--- src/rtl/multicycle_ctrl_fsm.sv ---
// multicycle_ctrl_fsm: control FSM for a multicycle RV32 subset core.
// in: clk, reset, op, zero, mem_ready  out: strobes, mux selects, imm_src, illegal, retired, state_o
module multicycle_ctrl_fsm #(
  parameter int MEM_WAIT   = 1,
  parameter int ENABLE_JAL = 1,
  parameter int CNT_W      = 32
) (
  input  logic             clk,
  input  logic             reset,
  input  logic [6:0]       op,
  input  logic             zero,
  input  logic             mem_ready,
  output logic             pc_write,
  output logic             ir_write,
  output logic             mem_write,
  output logic             reg_write,
  output logic             adr_src,
  output logic [1:0]       alu_src_a,
  output logic [1:0]       alu_src_b,
  output logic [1:0]       result_src,
  output logic [1:0]       alu_op,
  output logic [1:0]       imm_src,
  output logic             illegal,
  output logic [CNT_W-1:0] retired,
  output logic [3:0]       state_o
);

  typedef enum logic [3:0] {
    FETCH    = 4'd0,
    DECODE   = 4'd1,
    MEMADR   = 4'd2,
    MEMREAD  = 4'd3,
    MEMWB    = 4'd4,
    MEMWRITE = 4'd5,
    EXECR    = 4'd6,
    EXECI    = 4'd7,
    ALUWB    = 4'd8,
    BEQ      = 4'd9,
    JAL      = 4'd10,
    TRAP     = 4'd11
  } state_t;

  localparam logic [6:0] OP_LW  = 7'b0000011;
  localparam logic [6:0] OP_SW  = 7'b0100011;
  localparam logic [6:0] OP_R   = 7'b0110011;
  localparam logic [6:0] OP_I   = 7'b0010011;
  localparam logic [6:0] OP_BEQ = 7'b1100011;
  localparam logic [6:0] OP_JAL = 7'b1101111;

  state_t state, nxt;
  logic   rdy, jal_ok, retire;
  logic   pcw, irw, mw, rw;

  assign rdy    = (MEM_WAIT == 0) ? 1'b1 : mem_ready;
  assign jal_ok = (ENABLE_JAL != 0);

  always_comb begin
    nxt = state;
    unique case (state)
      FETCH:    if (rdy) nxt = DECODE;
      DECODE: begin
        if (op == OP_LW || op == OP_SW) nxt = MEMADR;
        else if (op == OP_R)            nxt = EXECR;
        else if (op == OP_I)            nxt = EXECI;
        else if (op == OP_BEQ)          nxt = BEQ;
        else if (op == OP_JAL && jal_ok) nxt = JAL;
        else                            nxt = TRAP;
      end
      MEMADR:   nxt = (op == OP_LW) ? MEMREAD : MEMWRITE;
      MEMREAD:  if (rdy) nxt = MEMWB;
      MEMWB:    nxt = FETCH;
      MEMWRITE: if (rdy) nxt = FETCH;
      EXECR:    nxt = ALUWB;
      EXECI:    nxt = ALUWB;
      ALUWB:    nxt = FETCH;
      BEQ:      nxt = FETCH;
      JAL:      nxt = ALUWB;
      TRAP:     nxt = TRAP;
      default:  nxt = FETCH;
    endcase
  end

  // JAL is excluded: it finishes through ALUWB and is counted there.
  assign retire = (nxt == FETCH) &&
                  (state == MEMWB || state == MEMWRITE ||
                   state == ALUWB || state == BEQ);

  always_ff @(posedge clk or posedge reset) begin
    if (reset) begin
      state   <= FETCH;
      illegal <= 1'b0;
      retired <= '0;
    end else begin
      state <= nxt;
      if (nxt == TRAP) illegal <= 1'b1;
      if (retire) retired <= retired + CNT_W'(1);
    end
  end

  always_comb begin
    pcw        = 1'b0;
    irw        = 1'b0;
    mw         = 1'b0;
    rw         = 1'b0;
    adr_src    = 1'b0;
    alu_src_a  = 2'b00;
    alu_src_b  = 2'b00;
    result_src = 2'b00;
    alu_op     = 2'b00;
    unique case (state)
      FETCH: begin
        alu_src_b  = 2'b10;
        result_src = 2'b10;
        irw        = rdy;
        pcw        = rdy;
      end
      DECODE: begin
        alu_src_a = 2'b01;
        alu_src_b = 2'b01;
      end
      MEMADR: begin
        alu_src_a = 2'b10;
        alu_src_b = 2'b01;
      end
      MEMREAD:  adr_src = 1'b1;
      MEMWB: begin
        result_src = 2'b01;
        rw         = 1'b1;
      end
      MEMWRITE: begin
        adr_src = 1'b1;
        mw      = 1'b1;
      end
      EXECR: begin
        alu_src_a = 2'b10;
        alu_op    = 2'b10;
      end
      EXECI: begin
        alu_src_a = 2'b10;
        alu_src_b = 2'b01;
        alu_op    = 2'b10;
      end
      ALUWB:    rw = 1'b1;
      BEQ: begin
        alu_src_a = 2'b10;
        alu_op    = 2'b01;
        pcw       = zero;
      end
      JAL: begin
        alu_src_a = 2'b01;
        alu_src_b = 2'b10;
        pcw       = 1'b1;
      end
      default: ;
    endcase
  end

  // Strobes are gated so nothing writes while reset is held.
  assign pc_write  = pcw & ~reset;
  assign ir_write  = irw & ~reset;
  assign mem_write = mw & ~reset;
  assign reg_write = rw & ~reset;

  always_comb begin
    imm_src = 2'b00;
    if (op == OP_SW)                 imm_src = 2'b01;
    else if (op == OP_BEQ)           imm_src = 2'b10;
    else if (op == OP_JAL && jal_ok) imm_src = 2'b11;
  end

  assign state_o = state;

endmodule
--- config.mk ---
export PLATFORM = sky130hd
export DESIGN_NAME = multicycle_ctrl_fsm
export DESIGN_NICKNAME = d
export VERILOG_FILES = /design/src/rtl/multicycle_ctrl_fsm.sv
export SDC_FILE = /design/constraint.sdc
export NUM_CORES = 1
export LEC_CHECK = 0
export CAP_MARGIN = 20
export CORE_MARGIN = 1.5
export CORE_UTILIZATION = 47
export DETAILED_ROUTE_END_ITERATION = 6
export GPL_ROUTABILITY_DRIVEN = 1
export PLACE_DENSITY = 0.77
export SYNTH_ARGS = -nofsm -noshare
export SYNTH_HDL_FRONTEND = slang
export SYNTH_SLANG_ARGS = --single-unit
--- constraint.sdc ---
create_clock -name clk -period 2.1 [get_ports clk]
set_input_delay 0.525 -clock clk [delete_from_list [all_inputs] [get_ports clk]]
set_output_delay 0.525 -clock clk [all_outputs]
set_load 0.05 [all_outputs]
==> results.json, run 1 <==
{
  "internal-power_mw": 2.349,
  "drv_cap": 0,
  "synth_async_sr_flop_share_pct": 100.0,
  "clk_path_buf_depth": 2,
  "cts_tree": "yes",
  "setup_ws_ns": -0.07690,
  "switchingPower_mw": 2.074,
  "min_period_ns": 2.177,
  "dieArea_um2": 4732,
  "clock-root-buffer": "clkbuf_8",
  "nNetsFinal": 329,
  "fin_cells": 368,
  "synth.most_common_cell": "dfrtp_1",
  "yosysUniqueCellTypes": 44,
  "violations": "negative setup slack",
  "utilization_pct": 86.68,
  "clkPwrFrac_pct": 10.8,
  "wl_um": 6378,
  "clkTransAtPathRegs_ns": 0.07,
  "finClkSkew_ns": 0.008866,
  "ys_warn_count": 0,
  "start_util_pct": 49.79,
  "core_um2": 4086,
  "synthFlopType": "dfrtp_1",
  "via_per_inst": 5.647,
  "dp_cells": 340,
  "syn_area_per_cell_um2": 9.781,
  "path_max_fanout": 3,
  "io_pins": 63,
  "place_ws_ns": -0.4633,
  "peakVddDrop_mv": 1.197,
  "yosysTopAreaCell": "dfrtp_1",
  "syn2layout_area_growth_pct": 74.11,
  "grt_max_degree": 38,
  "finalHoldViolCount": 0,
  "critPathKind": "input port to primary output",
  "die_w_um": 68.79,
  "h-tree-depth": 2,
  "maxSlewHeadroom_pct": 63.66,
  "ys_seq_area_share_pct": 45.51,
  "synth_area_leaders": "dfrtp_1 (46%), xnor2_1 (8.6%), xor2_1 (6.0%), nand4_1 (3.7%), nand2_1 (3.3%)",
  "synth_area_um2": 2034,
  "worstPathRequired_ns": 1.57,
  "grt_pass1_vias": 1858,
  "ys_top_cells_by_count": "dfrtp_1 (37), xnor2_1 (20), nand2_1 (18), nor2_1 (14), xor2_1 (14)",
  "swShare_pct": 46.89,
  "start_kind": "input port",
  "arrival_ns": 1.65,
  "status": "finished with violations",
  "fillCellCount": 221,
  "power_leakage_nw": 1.685,
  "final-setup-viol-count": 4,
  "worstMarginPinSlew_ns": 0.5442,
  "seqPwrFrac_pct": 23.2,
  "hpwl_um": 3813,
  "place.gp.congestion": 0.8414,
  "hold_ws_ns": 0.4717,
  "wl_per_cell_um": 17.33,
  "clock_sinks": 37,
  "final_layout_size_suffix_gt1_share_pct": 43.08,
  "clk_latency_ns": 0.29,
  "antenna_found_initial": 0,
  "hold_class": "register to register",
  "grt_usage_pct": 25.19,
  "drt_iter0_markers": 120,
  "drt-pass1-iter-count": 4,
  "syn_nets": 220,
  "pwr-share-comb_pct": 66.0,
  "vias": 2078,
  "antenna_cells": 0,
  "p_per_area_nw_per_um2": 1249,
  "drv_slew": 0,
  "synth_seq_cells": 37,
  "synthCells": 208,
  "min_period_over_period_pct": 103.7,
  "grt_pass1_wl_um": 8818,
  "cts_buffers": 5,
  "core.rowCount": 23,
  "rsz0062_at_grt": "true",
  "drc_errors": 0,
  "final_antenna_net_count": 0,
  "die_y_um": 68.79,
  "synth-edff-count": 0,
  "fmax_mhz": 459.4,
  "synth_top_area_share_pct": 45.51,
  "overflow": 0,
  "p_total_mw": 4.423,
  "worst_setup_path_end_kind": "primary output",
  "numPortBuffers": 62
}
[state kept, by name, summed over array words and instances, names as in the netlist]
name and cells:
retired 32, state_o 4, illegal 1
[cells by family after synthesis]
| logic type | after synthesis | share of synthesized area (%) |
|---|---|---|
| xor gates and xnor gates | 34 | 14.64 |
| DFF | 37 | 45.51 |
| AOI/OAI and AO/OA | 22 | 7.318 |
| and+or+nand+nor | 99 | 28.10 |
| muxes | 2 | 1.045 |
| adders and majority gates | 1 | 0.6149 |
| buffers and inverters | 13 | 2.767 |
[worst max-delay path, cell delays in order]
cell	delay (ns)
buf_8	0.08
nand2_4	0.04
or4_4	0.51
o21ai_2	0.07
nor3b_4	0.25
buf_12	0.17
[cell type report]
type / instances / area [um2] / area share (%)
clock inverters: 2 / 10.01 / 0.2826
repair buffers: 109 / 1172 / 33.10
flip-flops and latches: 37 / 930.9 / 26.28
well taps: 50 / 62.56 / 1.766
multi-input cells: 158 / 1269 / 35.82
inverters: 6 / 25.02 / 0.7065
clock buffers: 6 / 72.57 / 2.049
[worst paths after layout]
| check | slack (ns) | cells past startpoint | start | end |
|---|---|---|---|---|
| worst max register to register | 0.05 | 8 | state_o[0] | retired[23] |
| worst min register to register | 0.47 | 1 | retired[31] | retired[31] |
| worst min-delay path | 0.47 | 1 | retired[31] | retired[31] |
| min in group asynchronous | 0.58 | 4 | reset | retired[23] |
| max in group asynchronous | 1.32 | 4 | reset | state_o[1] |
| worst max-delay path | -0.08 | 6 | op[0] | imm_src[0] |
[stage by stage]
| step | TNS [ns] | instance area (um2) |
|---|---|---|
| after floorplan | -0.3216 | 2216 |
| after global placement | -2.192 | 3154 |
| after detailed placement | -2.586 | 3154 |
| after CTS | -0.08865 | 3308 |
| after global routing | -0.5094 | 3542 |
| final | -0.1481 | 3542 |
[power by group through the flow]
stage / clock network (mW) / logic, mW / registers, mW
floorplan: 0 / 1.19 / 1.35
global placement: 0 / 2.38 / 1.04
detailed placement: 0 / 2.41 / 1.05
CTS: 0.482 / 2.54 / 1.02
global route: 0.529 / 3.03 / 1.04
finish: 0.477 / 2.92 / 1.03
[per-layer routing]
metal | global-route usage, % | routed length (um) | vias to the layer above
li1 | - | - | 964
met3 | 6.818 | 249 | 17
met2 | 42.31 | 3318 | 64
met5 | 0 | 0 | -
met1 | 32.99 | 2650 | 1033
met4 | 4.412 | 159 | 0
[placed cells by master, fill, tap and decap left out, types with 3 or more instances in the layout]
master / synthesis / final
nor3_2: 1 / 3
clkdlybuf4s50_1: 0 / 11
dlymetal6s2s_1: 0 / 10
and3_1: 10 / 9
nor3_1: 11 / 8
clkbuf_8: 0 / 5
nand2b_4: 1 / 4
dfrtp_1: 37 / 33
a21oi_1: 5 / 3
nand2_1: 18 / 16
buf_12: 0 / 18
xor2_1: 14 / 13
nor2_1: 14 / 7
dlygate4sd2_1: 0 / 3
buf_4: 1 / 55
buf_6: 0 / 6
inv_1: 6 / 5
nor2_4: 0 / 4
xnor2_1: 20 / 19
dfrtp_2: 0 / 4
and4_1: 4 / 4
nor2_2: 0 / 3
nand4_1: 12 / 12
o21ai_0: 6 / 3
nand3_1: 9 / 8
[what timing repair did]
item | 4_1_cts | 5_1_grt
hold buffers | 0 | 0
buffers inserted | 6 | 14
pin swaps | 7 | 8
hold endpoints to repair | 0 | 0
gates resized for setup | 33 | 35
setup endpoints to repair | 7 | 18
No activity file was read; power rests on OpenSTA's default activity.
==> run 2, diff against run 1 <==
--- a/config.mk
+++ b/config.mk
@@ -5,12 +5,13 @@
 export SDC_FILE = /design/constraint.sdc
 export NUM_CORES = 1
 export LEC_CHECK = 0
+export ABC_AREA = 1
 export CAP_MARGIN = 20
 export CORE_MARGIN = 1.5
-export CORE_UTILIZATION = 47
+export CORE_UTILIZATION = 51
 export DETAILED_ROUTE_END_ITERATION = 6
 export GPL_ROUTABILITY_DRIVEN = 1
-export PLACE_DENSITY = 0.77
+export PLACE_DENSITY = 0.78
 export SYNTH_ARGS = -nofsm -noshare
 export SYNTH_HDL_FRONTEND = slang
 export SYNTH_SLANG_ARGS = --single-unit
==> run 2 against run 1 <==
Compared with the run above:
- hold slack better by 0.024 ns
- wire length grew 28%
- critical endpoint is now pc_write
- via count is 53% higher
- synthesized cell count increased by 110%
- global-route usage is 3.4 points higher
- the flow now finishes without violations
- largest cell class unchanged
- sequential power is 13% lower
- sequential share of layout area decreased by 1.9 points
- design area rose by 8.0%
==> results.json, run 2 <==
{
  "largest_reg_flops": 32,
  "synth_seq_cells": 37,
  "p_per_area_nw_per_um2": 1146,
  "clk_path_buf_depth": 2,
  "yosysUniqueCellTypes": 28,
  "path_buf_inv": 2,
  "die_w_um": 76.90,
  "cts_hold_buf": 0,
  "layout_common_cells": "nand2_1 (171), nor2_1 (65), buf_4 (44)",
  "drv_cap": 0,
  "finalHoldViolCount": 0,
  "clock_sinks": 37,
  "status": "finished, final reports clean",
  "syn_area_per_cell_um2": 6.359,
  "start_kind": "register",
  "clkTransAtPathRegs_ns": 0.07,
  "utilization_pct": 73.95,
  "grt_pass1_vias": 2964,
  "grt_pass1_wl_um": 13700,
  "antenna_found_initial": 0,
  "grt_max_degree": 30,
  "power_leakage_nw": 1.806,
  "final_layout_size_suffix_gt1_share_pct": 21.48,
  "ys_warn_count": 0,
  "regMostFlops": "retired",
  "hold_class": "register to register",
  "final_antenna_net_count": 0,
  "clk_latency_ns": 0.29,
  "fin_cells": 582,
  "min_period_over_period_pct": 98.10,
  "wl_per_cell_um": 13.99,
  "synth_area_leaders": "dfrtp_1 (33%), nand2_1 (23%), nor2_1 (9.6%), nand4_1 (7.9%), inv_1 (4.4%)",
  "final_common_cell": "nand2_1",
  "clock-root-buffer": "clkbuf_8",
  "core.rowCount": 26,
  "yosysTopAreaCell": "dfrtp_1",
  "drv_slew": 0,
  "via_per_inst": 5.445,
  "cpPeakStageDelay_ns": 0.45,
  "synth.most_common_cell": "nand2_1",
  "place_area_um2": 3659,
  "place.gp.congestion": 0.9336,
  "synth_top_area_share_pct": 33.24,
  "rsz0062_at_grt": "true",
  "path_max_fanout": 5,
  "drt_iter0_markers": 240,
  "fmax_mhz": 485.4,
  "arrival_ns": 1.54,
  "setup_ws_ns": 0.03980,
  "wl_um": 8145,
  "synth_area_um2": 2785,
  "hpwl_um": 5972,
  "synthFlopType": "dfrtp_1",
  "nNetsFinal": 524,
  "syn_nets": 450,
  "finClkSkew_ns": 0.004505,
  "drc_errors": 0,
  "overflow": 0,
  "drt-pass1-iter-count": 5,
  "cp_slowest_cell": "dfrtp_2",
  "ys_seq_area_share_pct": 33.24,
  "fillCellCount": 406,
  "dp_cells": 569,
  "syn2layout_area_growth_pct": 37.33,
  "place_ws_ns": -0.2946,
  "vias": 3169,
  "ys_top_cells_by_count": "nand2_1 (174), nor2_1 (71), dfrtp_1 (37), nand4_1 (35), inv_1 (33)",
  "io_pins": 63,
  "antenna_cells": 0,
  "worst_setup_path_end_kind": "primary output",
  "core_um2": 5172,
  "synth-edff-count": 0,
  "peakVddDrop_mv": 0.8835,
  "worstPathRequired_ns": 1.57,
  "start_util_pct": 53.85,
  "critPathTopFamily": "flip-flops",
  "design_area_um2": 3825,
  "worstMarginPinSlew_ns": 0.4944,
  "synth_async_sr_flop_share_pct": 100.0,
  "crit_chain": "inv_4, nand2_2, nor2_4, nand2_1, a31oi_4, buf_12",
  "critPathKind": "register to primary output",
  "cts_buffers": 5,
  "final-setup-viol-count": 0,
  "numPortBuffers": 62,
  "cts_tree": "yes",
  "die_y_um": 76.90,
  "h-tree-depth": 2,
  "maxSlewHeadroom_pct": 66.94,
  "dieArea_um2": 5914,
  "p_total_mw": 4.385,
  "grt_usage_pct": 28.56,
  "synthCells": 438,
  "min_period_ns": 2.060
}
-- run 2: cell types whose count changed in the layout (fill, tap and decap cells not counted), moves of 5 or more --
cell	change
xor2_1	-5
nand3b_1	+5
dlymetal6s2s_1	-9
nor2_1	+58
nand3_1	+15
buf_6	-6
inv_1	+26
nand2_2	+7
nand2_1	+155
and3_1	-9
nand4_1	+23
inv_2	+7
xnor2_1	-16
buf_4	-11
-- run 2: report_power, final --
group	total [mW]	leakage, nW	internal (mW)	switching, mW
sequential	0.892	0.498	0.785	0.106
clock	0.512	0.0443	0.261	0.251
combinational	2.98	1.26	1.06	1.93
-- run 2: metrics by stage --
step / TNS (ns) / hold WS, ns
after global routing: -0.04249 / 0.5199
after CTS: 0 / 0.5048
final: 0 / 0.4957
after floorplan: -0.04212 / 0.7044
after global placement: -5.770 / 0.4781
after detailed placement: -8.725 / 0.4874
-- run 2: path summary, 6_finish.rpt --
kind	endpoint	slack [ns]	cells after the start	start
hold / removal	illegal	0.50	1	illegal
setup / recovery	pc_write	0.04	6	state_o[1]
max in group asynchronous	state_o[2]	1.04	4	reset
hold reg to reg	illegal	0.50	1	illegal
setup reg to reg	retired[17]	0.24	11	state_o[2]
min in group asynchronous	retired[29]	0.75	4	reset
-- run 2: routing by layer --
| layer | track usage (%) | wire, um | part of all wire (%) |
|---|---|---|---|
| met5 | 0 | 0 | 0 |
| met4 | 7.593 | 108 | 1.3 |
| met3 | 3.690 | 598 | 7.3 |
| met2 | 47.17 | 4044 | 50 |
| met1 | 39.35 | 3393 | 42 |
-- run 2: cell families after synthesis --
logic type / synth area share, %
AOI/OAI and AO/OA: 1.797
xor gates and xnor gates: 3.459
adders and majority gates: 0.4492
buffers and inverters: 8.670
DFF: 33.24
and+or+nand+nor: 52.38
-- run 2: layout make-up --
cell class | instances | area [um2] | share of cell area (%)
repair buffers | 79 | 854.6 | 22.34
flip-flops and latches | 37 | 930.9 | 24.34
clock buffers | 7 | 86.33 | 2.257
inverters | 39 | 148.9 | 3.893
multi-input cells | 350 | 1717 | 44.88
well taps | 70 | 87.58 | 2.290
-- run 2: what timing repair did --
action / CTS / global route
cloned: 0 / 1
endpoints found under the setup margin: 3 / 18
resized for setup: 16 / 4
setup buffers: 4 / 1
pin swaps: 5 / 5
==> RTL edit: new RTL, flow settings as in run 2 <==
The parameter `CNT_W` goes from 32 to 64.
--- a/src/rtl/multicycle_ctrl_fsm.sv
+++ b/src/rtl/multicycle_ctrl_fsm.sv
@@ -3,7 +3,7 @@
 module multicycle_ctrl_fsm #(
   parameter int MEM_WAIT   = 1,
   parameter int ENABLE_JAL = 1,
-  parameter int CNT_W      = 32
+  parameter int CNT_W      = 64
 ) (
   input  logic             clk,
   input  logic             reset,
Ports: changed (resized retired); port bits go from 63 to 95. No check against the original RTL was run, so the function may have changed too.
==> RTL edit against run 2 <==
- critical path depth increased by 1
- critical endpoint is now reg_write
- worst setup slack got worse by 150 ps
- register-to-register slack got worse by 60 ps
- global-route usage increased by 4.3 points
- worst hold slack got worse by 11 ps
- the flow now finishes with violations (negative setup slack)
- design area increased by 72%
- wire length increased by 98%
- sequential share of layout area increased by 2.0 points
- maximum frequency decreased by 6.7%
- power increased by 99%
- synthesized area increased by 72%
- sequential cell count increased by 32
- first-iteration DRC count increased by 51%
==> RTL edit: results (changes against run 2) <==
\begin{tabular}{lr}
\hline
Metric & Value \\
\hline
\multicolumn{2}{l}{\textbf{Routing}} \\
Number of DRC markers in iteration 0 & 363 (was 240) \\
Vias post-DR & 5,579 (was 3,169) \\
\multicolumn{2}{l}{\textbf{Run status}} \\
Violations in the final reports & negative setup slack \\
Status & finished, violations left (was complete, no violations) \\
\multicolumn{2}{l}{\textbf{Yosys}} \\
Cell count after synthesis & 782 (was 438) \\
Post-synthesis adder-cell area fraction & 0.261\% (was 0.449\%) \\
Sequential-to-total area share from yosys stat & 36.1\% (was 33.2\%) \\
Library cells used by synthesis & 26 (was 28) \\
Synthesized-area fraction occupied by xor and xnor cells & 4.76\% (was 3.46\%) \\
Synthesized net count & 794 (was 450) \\
\multicolumn{2}{l}{\textbf{Place}} \\
Number of placed instances, taps included & 999 (was 569) \\
Total cell area at the placement stage & 0.00609 sq mm (was 0.00366 sq mm) \\
\multicolumn{2}{l}{\textbf{Finish}} \\
Count of filler cells inserted in the layout & 776 (was 406) \\
Non-filler cells, final & 1,037 (was 582) \\
Proportion of layout cells with a drive suffix above 1 & 20.4\% (was 21.5\%) \\
Number of flip-flops in the largest register & 64 (was 32) \\
Net total in the final layout & 933 (was 524) \\
\multicolumn{2}{l}{\textbf{Timing}} \\
Final critical-path setup slack & -107 ps (was 39.8 ps) \\
Final clock skew & 9.99 ps (was 4.50 ps) \\
Final sum of negative setup slack & -709 ps (was 0 ps) \\
Final setup violating endpoints & 10 (was 0) \\
Worst Max-Slew Pin Slew & 528 ps (was 494 ps) \\
\multicolumn{2}{l}{\textbf{Hold path}} \\
Cell count of the worst hold path & 2 (was 1) \\
\multicolumn{2}{l}{\textbf{Worst setup path}} \\
Startpoint of the most critical setup path & state\_o[2]\$\_DFF\_PP0\_ (was state\_o[1]\$\_DFF\_PP0\_) \\
Endpoint of the worst setup timing path & reg\_write (was pc\_write) \\
Max incr delay on CP & 430 ps (was 450 ps) \\
Critical Path Fanout Max & 4 (was 5) \\
Arr. time, crit path & 1680 ps (was 1540 ps) \\
R2r endpoint & retired[52]\$\_DFFE\_PP0P\_ (was retired[17]\$\_DFFE\_PP0P\_) \\
Depth of the worst register-to-register path & 10 (was 11) \\
\multicolumn{2}{l}{\textbf{Power and ir drop}} \\
Worst supply voltage drop on vdd & 1.36 mV (was 0.884 mV) \\
Static leakage power & 2.93 nW (was 1.81 nW) \\
\multicolumn{2}{l}{\textbf{Clocking}} \\
Worst skew pair latency & 350 ps (was 290 ps) \\
\multicolumn{2}{l}{\textbf{Global routing}} \\
Total global routing track utilization & 32.9\% (was 28.6\%) \\
Number of global-route vias before repair & 5,192 (was 2,964) \\
\hline
\end{tabular}
==> RTL edit: cell families (layout without fill, tap and decap cells) <==
family,Yosys count,after routing
compound gates,53,53
buf+inv,95,239
flops,69,69
fa+ha+maj,1,1
xor+xnor,26,26
simple gates,538,538
==> RTL edit: routing by layer <==
layer,global-route usage [%],share of wire (%)
met5,0,0
met4,13.3,3.0
met3,4.87,6.7
met2,54.3,48
met1,43.4,42
==> RTL edit: final cells by class <==
cell class                 count  area share, %
clock buffer                  12           2.21
clock inverter                 4           1.45
inverter                      82           4.78
multi-input combinational    618           42.6
sequential                    69           26.3
tap                          111           2.11
timing repair buffer         141           20.5
==> RTL edit: power breakdown <==
group,switching [mW],total [mW],internal [mW]
Combinational,3.39,5.20,1.81
Sequential,0.501,2.17,1.67
Clock,0.538,1.36,0.822
Total,4.43,8.73,4.30
==> RTL edit: timing repair <==
item | CTS | global route
gates resized for setup | 34 | 18
pin swaps | 8 | 7
endpoints found under the setup margin | 15 | 12
buffers inserted | 15 | 7
==> RTL edit: critical path: cells and delay by family (launching register included) <==
family                 cells  cell delay, ps
buffers and inverters      4             480
flip-flops                 1             430
AND/OR/NAND/NOR            3             410
==> RTL edit: stage by stage <==
| stage | utilization, % | worst slack, ps |
|---|---|---|
| final | 71.8 | -107 |
| after global routing | 71.8 | -184 |
| after CTS | 70.7 | -53.1 |
| after detailed placement | 66.5 | -235 |
| after global placement | 66.5 | -181 |
| after floorplan | - | -164 |
